--- config.mk ---
export PLATFORM = sky130hd
export DESIGN_NAME = dmem_arbiter_flat
export DESIGN_NICKNAME = d
export VERILOG_FILES = /design/src/rtl/dmem_arbiter_if.sv /design/src/rtl/dmem_arbiter.sv /design/src/flat_wrapper.sv
export SDC_FILE = /design/constraint.sdc
export NUM_CORES = 1
export LEC_CHECK = 0
export ABC_CLOCK_PERIOD_IN_PS = 2200
export BUFFER_PORTS_ARGS = -buffer_cell sky130_fd_sc_hd__buf_2
export CAP_MARGIN = 15
export CELL_PAD_IN_SITES_DETAIL_PLACEMENT = 0
export CELL_PAD_IN_SITES_GLOBAL_PLACEMENT = 1
export CORE_MARGIN = 1
export CORE_UTILIZATION = 25
export CTS_BUF_LIST = sky130_fd_sc_hd__clkbuf_16
export CTS_CLUSTER_DIAMETER = 200
export DETAILED_ROUTE_END_ITERATION = 10
export HOLD_SLACK_MARGIN = 0.05
export PLACE_DENSITY = 0.78
export SYNTH_ARGS = -nofsm -noshare
export SYNTH_HDL_FRONTEND = slang
export SYNTH_SLANG_ARGS = --single-unit
--- constraint.sdc ---
create_clock -name clk -period 2.2 [get_ports clk]
set_clock_uncertainty 0.2 [all_clocks]
set_input_delay 0.11 -clock clk [delete_from_list [all_inputs] [get_ports clk]]
set_output_delay 0.11 -clock clk [all_outputs]
set_load 0.05 [all_outputs]
--- src/rtl/dmem_arbiter_if.sv ---
// Request/response bundle for one master of the data-memory arbiter.
// The master drives the request side; the arbiter returns grant and completion.
interface dmem_arbiter_if;
  logic        req;
  logic        we;
  logic        lock;
  logic [31:0] addr;
  logic [31:0] wdata;
  logic        gnt;
  logic        rvalid;
  logic [31:0] rdata;

  modport master (output req, we, lock, addr, wdata, input gnt, rvalid, rdata);
  modport slave  (input req, we, lock, addr, wdata, output gnt, rvalid, rdata);
endinterface

--- src/rtl/dmem_arbiter.sv ---
// Two-master round-robin arbiter for the word-addressed data memory, with
// bounded lock bursts and registered read return one cycle after grant.
module dmem_arbiter #(
  parameter int MAX_LOCK = 8,
  parameter int CNT_W    = 4
) (
  input  logic               clk,
  input  logic               rst,
  dmem_arbiter_if.slave      m0,
  dmem_arbiter_if.slave      m1,
  output logic               mem_ce,
  output logic               mem_we,
  output logic [31:0]        mem_addr,
  output logic [31:0]        mem_wdata,
  input  logic [31:0]        mem_rdata
);

  typedef enum logic [1:0] {IDLE, OWN0, OWN1} state_t;

  state_t           state, state_nxt;
  logic             last, last_nxt;
  logic [CNT_W-1:0] lock_cnt, cnt_nxt, cnt_inc;
  logic             gnt0, gnt1;
  logic             cont;
  logic             arb_last;
  logic             sel_lock;

  // Grant selection: a live owner keeps the memory, otherwise round robin.
  always_comb begin
    gnt0     = 1'b0;
    gnt1     = 1'b0;
    cont     = 1'b0;
    arb_last = last;
    if (state == OWN0 && m0.req) begin
      gnt0 = 1'b1;
      cont = 1'b1;
    end else if (state == OWN1 && m1.req) begin
      gnt1 = 1'b1;
      cont = 1'b1;
    end else begin
      if (state == OWN0)      arb_last = 1'b0;
      else if (state == OWN1) arb_last = 1'b1;
      if (m0.req && m1.req) begin
        gnt0 = arb_last;
        gnt1 = ~arb_last;
      end else begin
        gnt0 = m0.req;
        gnt1 = m1.req;
      end
    end
  end

  // A burst count only carries over when the owner is granted again;
  // any fresh grant starts counting from one.
  always_comb begin
    state_nxt = IDLE;
    cnt_nxt   = '0;
    last_nxt  = last;
    sel_lock  = gnt1 ? m1.lock : m0.lock;
    cnt_inc   = (cont ? lock_cnt : '0) + CNT_W'(1);
    if (gnt0 || gnt1) begin
      last_nxt = gnt1;
      if (sel_lock && (int'(cnt_inc) < MAX_LOCK)) begin
        state_nxt = gnt1 ? OWN1 : OWN0;
        cnt_nxt   = cnt_inc;
      end
    end
  end

  always_comb begin
    mem_ce    = 1'b0;
    mem_we    = 1'b0;
    mem_addr  = '0;
    mem_wdata = '0;
    if (gnt0) begin
      mem_ce    = 1'b1;
      mem_we    = m0.we;
      mem_addr  = m0.addr;
      mem_wdata = m0.wdata;
    end else if (gnt1) begin
      mem_ce    = 1'b1;
      mem_we    = m1.we;
      mem_addr  = m1.addr;
      mem_wdata = m1.wdata;
    end
  end

  assign m0.gnt = gnt0;
  assign m1.gnt = gnt1;

  // Grant cycle -> completion cycle
  always_ff @(posedge clk or negedge rst) begin
    if (!rst) begin
      state     <= IDLE;
      last      <= 1'b1;
      lock_cnt  <= '0;
      m0.rvalid <= 1'b0;
      m1.rvalid <= 1'b0;
      m0.rdata  <= '0;
      m1.rdata  <= '0;
    end else begin
      state     <= state_nxt;
      last      <= last_nxt;
      lock_cnt  <= cnt_nxt;
      m0.rvalid <= gnt0;
      m1.rvalid <= gnt1;
      m0.rdata  <= (gnt0 && !m0.we) ? mem_rdata : '0;
      m1.rdata  <= (gnt1 && !m1.we) ? mem_rdata : '0;
    end
  end

endmodule
--- src/flat_wrapper.sv ---
// flat-port wrapper written by rule: the top's interface ports become plain ports
module dmem_arbiter_flat 
#(
  parameter int MAX_LOCK = 8,
  parameter int CNT_W    = 4
)
  (clk, rst, mem_ce, mem_we, mem_addr, mem_wdata, mem_rdata, m0_req, m0_we, m0_lock, m0_addr, m0_wdata, m0_gnt, m0_rvalid, m0_rdata, m1_req, m1_we, m1_lock, m1_addr, m1_wdata, m1_gnt, m1_rvalid, m1_rdata);
  dmem_arbiter_if m0_i ();
  dmem_arbiter_if m1_i ();
  input  logic clk;
  input  logic rst;
  output logic mem_ce;
  output logic mem_we;
  output logic [31:0] mem_addr;
  output logic [31:0] mem_wdata;
  input  logic [31:0] mem_rdata;
  input wire logic [$bits(m0_i.req)-1:0] m0_req;
  input wire logic [$bits(m0_i.we)-1:0] m0_we;
  input wire logic [$bits(m0_i.lock)-1:0] m0_lock;
  input wire logic [$bits(m0_i.addr)-1:0] m0_addr;
  input wire logic [$bits(m0_i.wdata)-1:0] m0_wdata;
  output wire logic [$bits(m0_i.gnt)-1:0] m0_gnt;
  output wire logic [$bits(m0_i.rvalid)-1:0] m0_rvalid;
  output wire logic [$bits(m0_i.rdata)-1:0] m0_rdata;
  input wire logic [$bits(m1_i.req)-1:0] m1_req;
  input wire logic [$bits(m1_i.we)-1:0] m1_we;
  input wire logic [$bits(m1_i.lock)-1:0] m1_lock;
  input wire logic [$bits(m1_i.addr)-1:0] m1_addr;
  input wire logic [$bits(m1_i.wdata)-1:0] m1_wdata;
  output wire logic [$bits(m1_i.gnt)-1:0] m1_gnt;
  output wire logic [$bits(m1_i.rvalid)-1:0] m1_rvalid;
  output wire logic [$bits(m1_i.rdata)-1:0] m1_rdata;
  assign m0_i.req = m0_req;
  assign m0_i.we = m0_we;
  assign m0_i.lock = m0_lock;
  assign m0_i.addr = m0_addr;
  assign m0_i.wdata = m0_wdata;
  assign m0_gnt = m0_i.gnt;
  assign m0_rvalid = m0_i.rvalid;
  assign m0_rdata = m0_i.rdata;
  assign m1_i.req = m1_req;
  assign m1_i.we = m1_we;
  assign m1_i.lock = m1_lock;
  assign m1_i.addr = m1_addr;
  assign m1_i.wdata = m1_wdata;
  assign m1_gnt = m1_i.gnt;
  assign m1_rvalid = m1_i.rvalid;
  assign m1_rdata = m1_i.rdata;
  dmem_arbiter #(.MAX_LOCK(MAX_LOCK), .CNT_W(CNT_W)) u_core (.clk(clk), .rst(rst), .m0(m0_i), .m1(m1_i), .mem_ce(mem_ce), .mem_we(mem_we), .mem_addr(mem_addr), .mem_wdata(mem_wdata), .mem_rdata(mem_rdata));
endmodule
==> summary.md <==
| Metric | Value |
|---|---|
| Initial Util | 0.255 |
| Final Hold Vio Count | 0 |
| Syn Area/Cell | 8.63 um^2 |
| Root Buffer | clkbuf_16 |
| Dpl hpwl | 9.25 mm |
| CP Launch Point | u_core.last |
| Gate Count Post-Synth | 392 |
| Worst EP required | 1890 ps |
| Dpl ws | 19.9 ps |
| Final min period | 2300 ps |
| Via/cell ratio | 4.44 |
| Vias in the first global route | 4125 |
| Iter 0 DRT Violations | 127 |
| Wire length per cell | 15.3 um |
| GPL Wtd Cong | 0.909 |
| IO Pins | 302 |
| Mapped Nets | 561 |
| Hold Path Class | in2async |
| # rows | 42 |
| Static Leakage | 3.71 nW |
| Wirelength, routed | 14.1 mm |
| Post-synthesis cell area | 3380 um^2 |
| Max cap viols | 0 |
| TritonCTS Buffers | 9 |
| Area Growth Syn to Fin | 106% |
| Synth warn | 0 |
| DRT Pass-1 Iters | 4 |
| Crit-path slowest cell | dfstp_2 |
| Skew-Pair Late Insertion Delay | 320 ps |
| Sequential cell area fraction in the yosys report | 0.540 |
| CTS Buffer Depth | 2 |
| Startpoint Class | register |
| Final Cycle Share | 1.05 |
| Synth unique cells | 27 |
| Unrepaired setup endpoints after global routing | yes |
| Overflow after GRT | 0 |
| Fin nets | 913 |
| CTS clk-pin slew, worst paths | 60 ps |
| Violated checks | negative setup slack |
| Die width | 118 um |
| Placed cell areas | 5140 um^2 |
| Seq cells post-synth | 73 |
| H-tree levels | 3 |
| Setup violators final | 46 |
| Largest net degree at the start of global routing | 51 |
| Crit Path Class | reg2out |
| Critical Path AT | 1990 ps |
| Fmax | 434 MHz |
| Cell Pwr Density | 705 nW/um^2 |
| Initial antenna violation count | 1 |
| VDD IR max | 422 uV |
| GR Util All Layers | 0.186 |
| Final setup margin | -102 ps |
| Crit-path max cell delay | 580 ps |
| Status | finished, violations left |
| Launching point of the worst reg2reg path | u_core.last |
| Vias after detailed routing | 4109 |
| Cell family with most CP delay | flip-flops |
| CP cell instances | o21bai_4 > a31oi_4 > buf_12 > buf_16 > nand2_1 > o21ai_1 > buf_6 |
| CP Max Fanout | 50 |
| Crit path buffers/inverters | 3 |
| DRC | 0 |
| Pins Over Slew Limit | 0 |
| Remaining antenna violation count after routing | 0 |
| CTS tree | yes |
| Share of post-route cells with drive strength above 1 | 0.529 |
| Clock Sinks | 73 |
| First-pass GRT wire length | 20.3 mm |
| Core Region | 13200 um^2 |
| Fill count | 1191 |
| Die Ht | 118 um |
| Fin area | 6960 um^2 |
| I/O Buffers | 301 |
| Worst setup EP type | output port |
| Die ar. | 14000 um^2 |
-- stage by stage --
step / std cells / power, mW / hold slack (ps) / setup TNS (ps) / util
6_report: 926 / 4.91 / 127 / -2420 / 0.526
5_1_grt: 925 / 5.10 / 167 / -6920 / 0.526
4_1_cts: 919 / 4.82 / 145 / -2160 / 0.502
3_5_place_dp: 851 / 2.83 / -168 / 0 / 0.388
2_1_floorplan: 392 / 2.38 / -386 / -5310 / -
3_3_place_gp: 851 / 2.82 / -172 / 0 / 0.388
-- cell usage in the layout, fill, tap and decap left out, types with 2 or more instances in the layout --
master / n
xnor2_1: 2
clkinv_4: 2
and2_1: 66
a21oi_1: 2
buf_6: 60
buf_16: 8
dfrtp_1: 71
buf_2: 235
o21ai_1: 23
dlygate4sd3_1: 39
buf_12: 6
and3_1: 2
bufinv_16: 2
nand3_1: 2
o21ai_4: 16
buf_8: 6
clkbuf_16: 12
inv_1: 3
nand3b_1: 2
nand2_1: 128
o21ai_2: 25
buf_4: 11
nor2_1: 3
nand2_2: 4
-- state kept, by name (all words and copies together) (netlist names) --
register,cells
u_core.state,2
u_core.last,1
u_core.m0.rdata,32
u_core.m1.rdata,32
u_core.m1.rvalid,1
u_core.m0.rvalid,1
u_core.lock_cnt,4
-- area by class of cell --
cell class                      instances  area, um^2  share of cell area
Timing Repair Buffer                  368        2830               0.406
Sequential cell                        73        1830               0.263
Inverter                                3        11.3             0.00162
Antenna cell                            1        2.50            0.000359
Clock inverter                          7         101              0.0146
Tap cell                              176         220              0.0316
Multi-Input combinational cell        289        1740               0.250
Clock buffer                            9         225              0.0323
-- cells by family after synthesis --
group / count (synthesis) / synth area share
adders and majority gates: 1 / 0.00370
xor gates and xnor gates: 2 / 0.00518
other: 1 / 0.00111
and+or+nand+nor: 213 / 0.294
muxes: 1 / 0.00296
buffers and inverters: 30 / 0.0403
DFF: 73 / 0.540
AOI/OAI and AO/OA: 71 / 0.113
-- routing by layer --
metal / share of wire / track usage
met4: 0.020 / 0.0609
met2: 0.53 / 0.343
met1: 0.37 / 0.202
met5: 0 / 0
met3: 0.079 / 0.0565
-- cell usage after synthesis --
library cell / n / area [um^2]
nand3b_1: 2 / 15.0
nor3_1: 1 / 5.00
o21a_1: 1 / 7.51
dfstp_2: 1 / 26.3
nand3_1: 2 / 10.0
and2b_1: 1 / 7.51
and3b_1: 1 / 8.76
a21oi_1: 2 / 10.0
a21boi_0: 1 / 7.51
inv_1: 3 / 11.3
buf_2: 7 / 35.0
a31oi_2: 1 / 12.5
o311ai_2: 1 / 16.3
and2_1: 66 / 413
conb_1: 1 / 3.75
ha_1: 1 / 12.5
clkbuf_1: 16 / 60.1
nor3b_1: 1 / 7.51
xnor2_1: 2 / 17.5
dfrtp_1: 72 / 1800
buf_4: 4 / 30.0
o21bai_1: 1 / 7.51
mux2i_1: 1 / 10.0
nor2_1: 4 / 15.0
nand2_1: 133 / 499
o21ai_0: 64 / 320
and3_1: 2 / 12.5
-- worst reg2reg max path: stages (launching register included) --
cell and delay (ps):
dfstp_2 580, buf_4 140, nor2_1 60, o311ai_4 340
nand2_1 90, dlygate4sd3_1 560
-- report_power, final --
part	switching, mW	total [mW]	internal (mW)
Combinational	1.18	1.91	0.728
Clock	0.571	1.58	1.00
Sequential	0.0239	1.43	1.41
Total	1.77	4.91	3.14
-- path summary, 6_finish.rpt --
kind	end	slack, ps	depth (start not counted)
max reg2reg	u_core.last	170	5
min reg2reg	u_core.lock_cnt[0]	360	2
max in group asynchronous	u_core.m1.rdata[31]	760	3
min in group clk	u_core.m1.rdata[29]	180	4
max	mem_addr[3]	-100	7
min	u_core.m0.rdata[17]	130	3
-- what timing repair did --
action,CTS,global route
setup buffers,7,6
setup endpoints to repair,65,66
gates resized for setup,178,52
hold buffers,39,0
pin swaps,21,17
hold endpoints to repair,143,0
cloned,6,3
(Power assumes the default switching activity.)
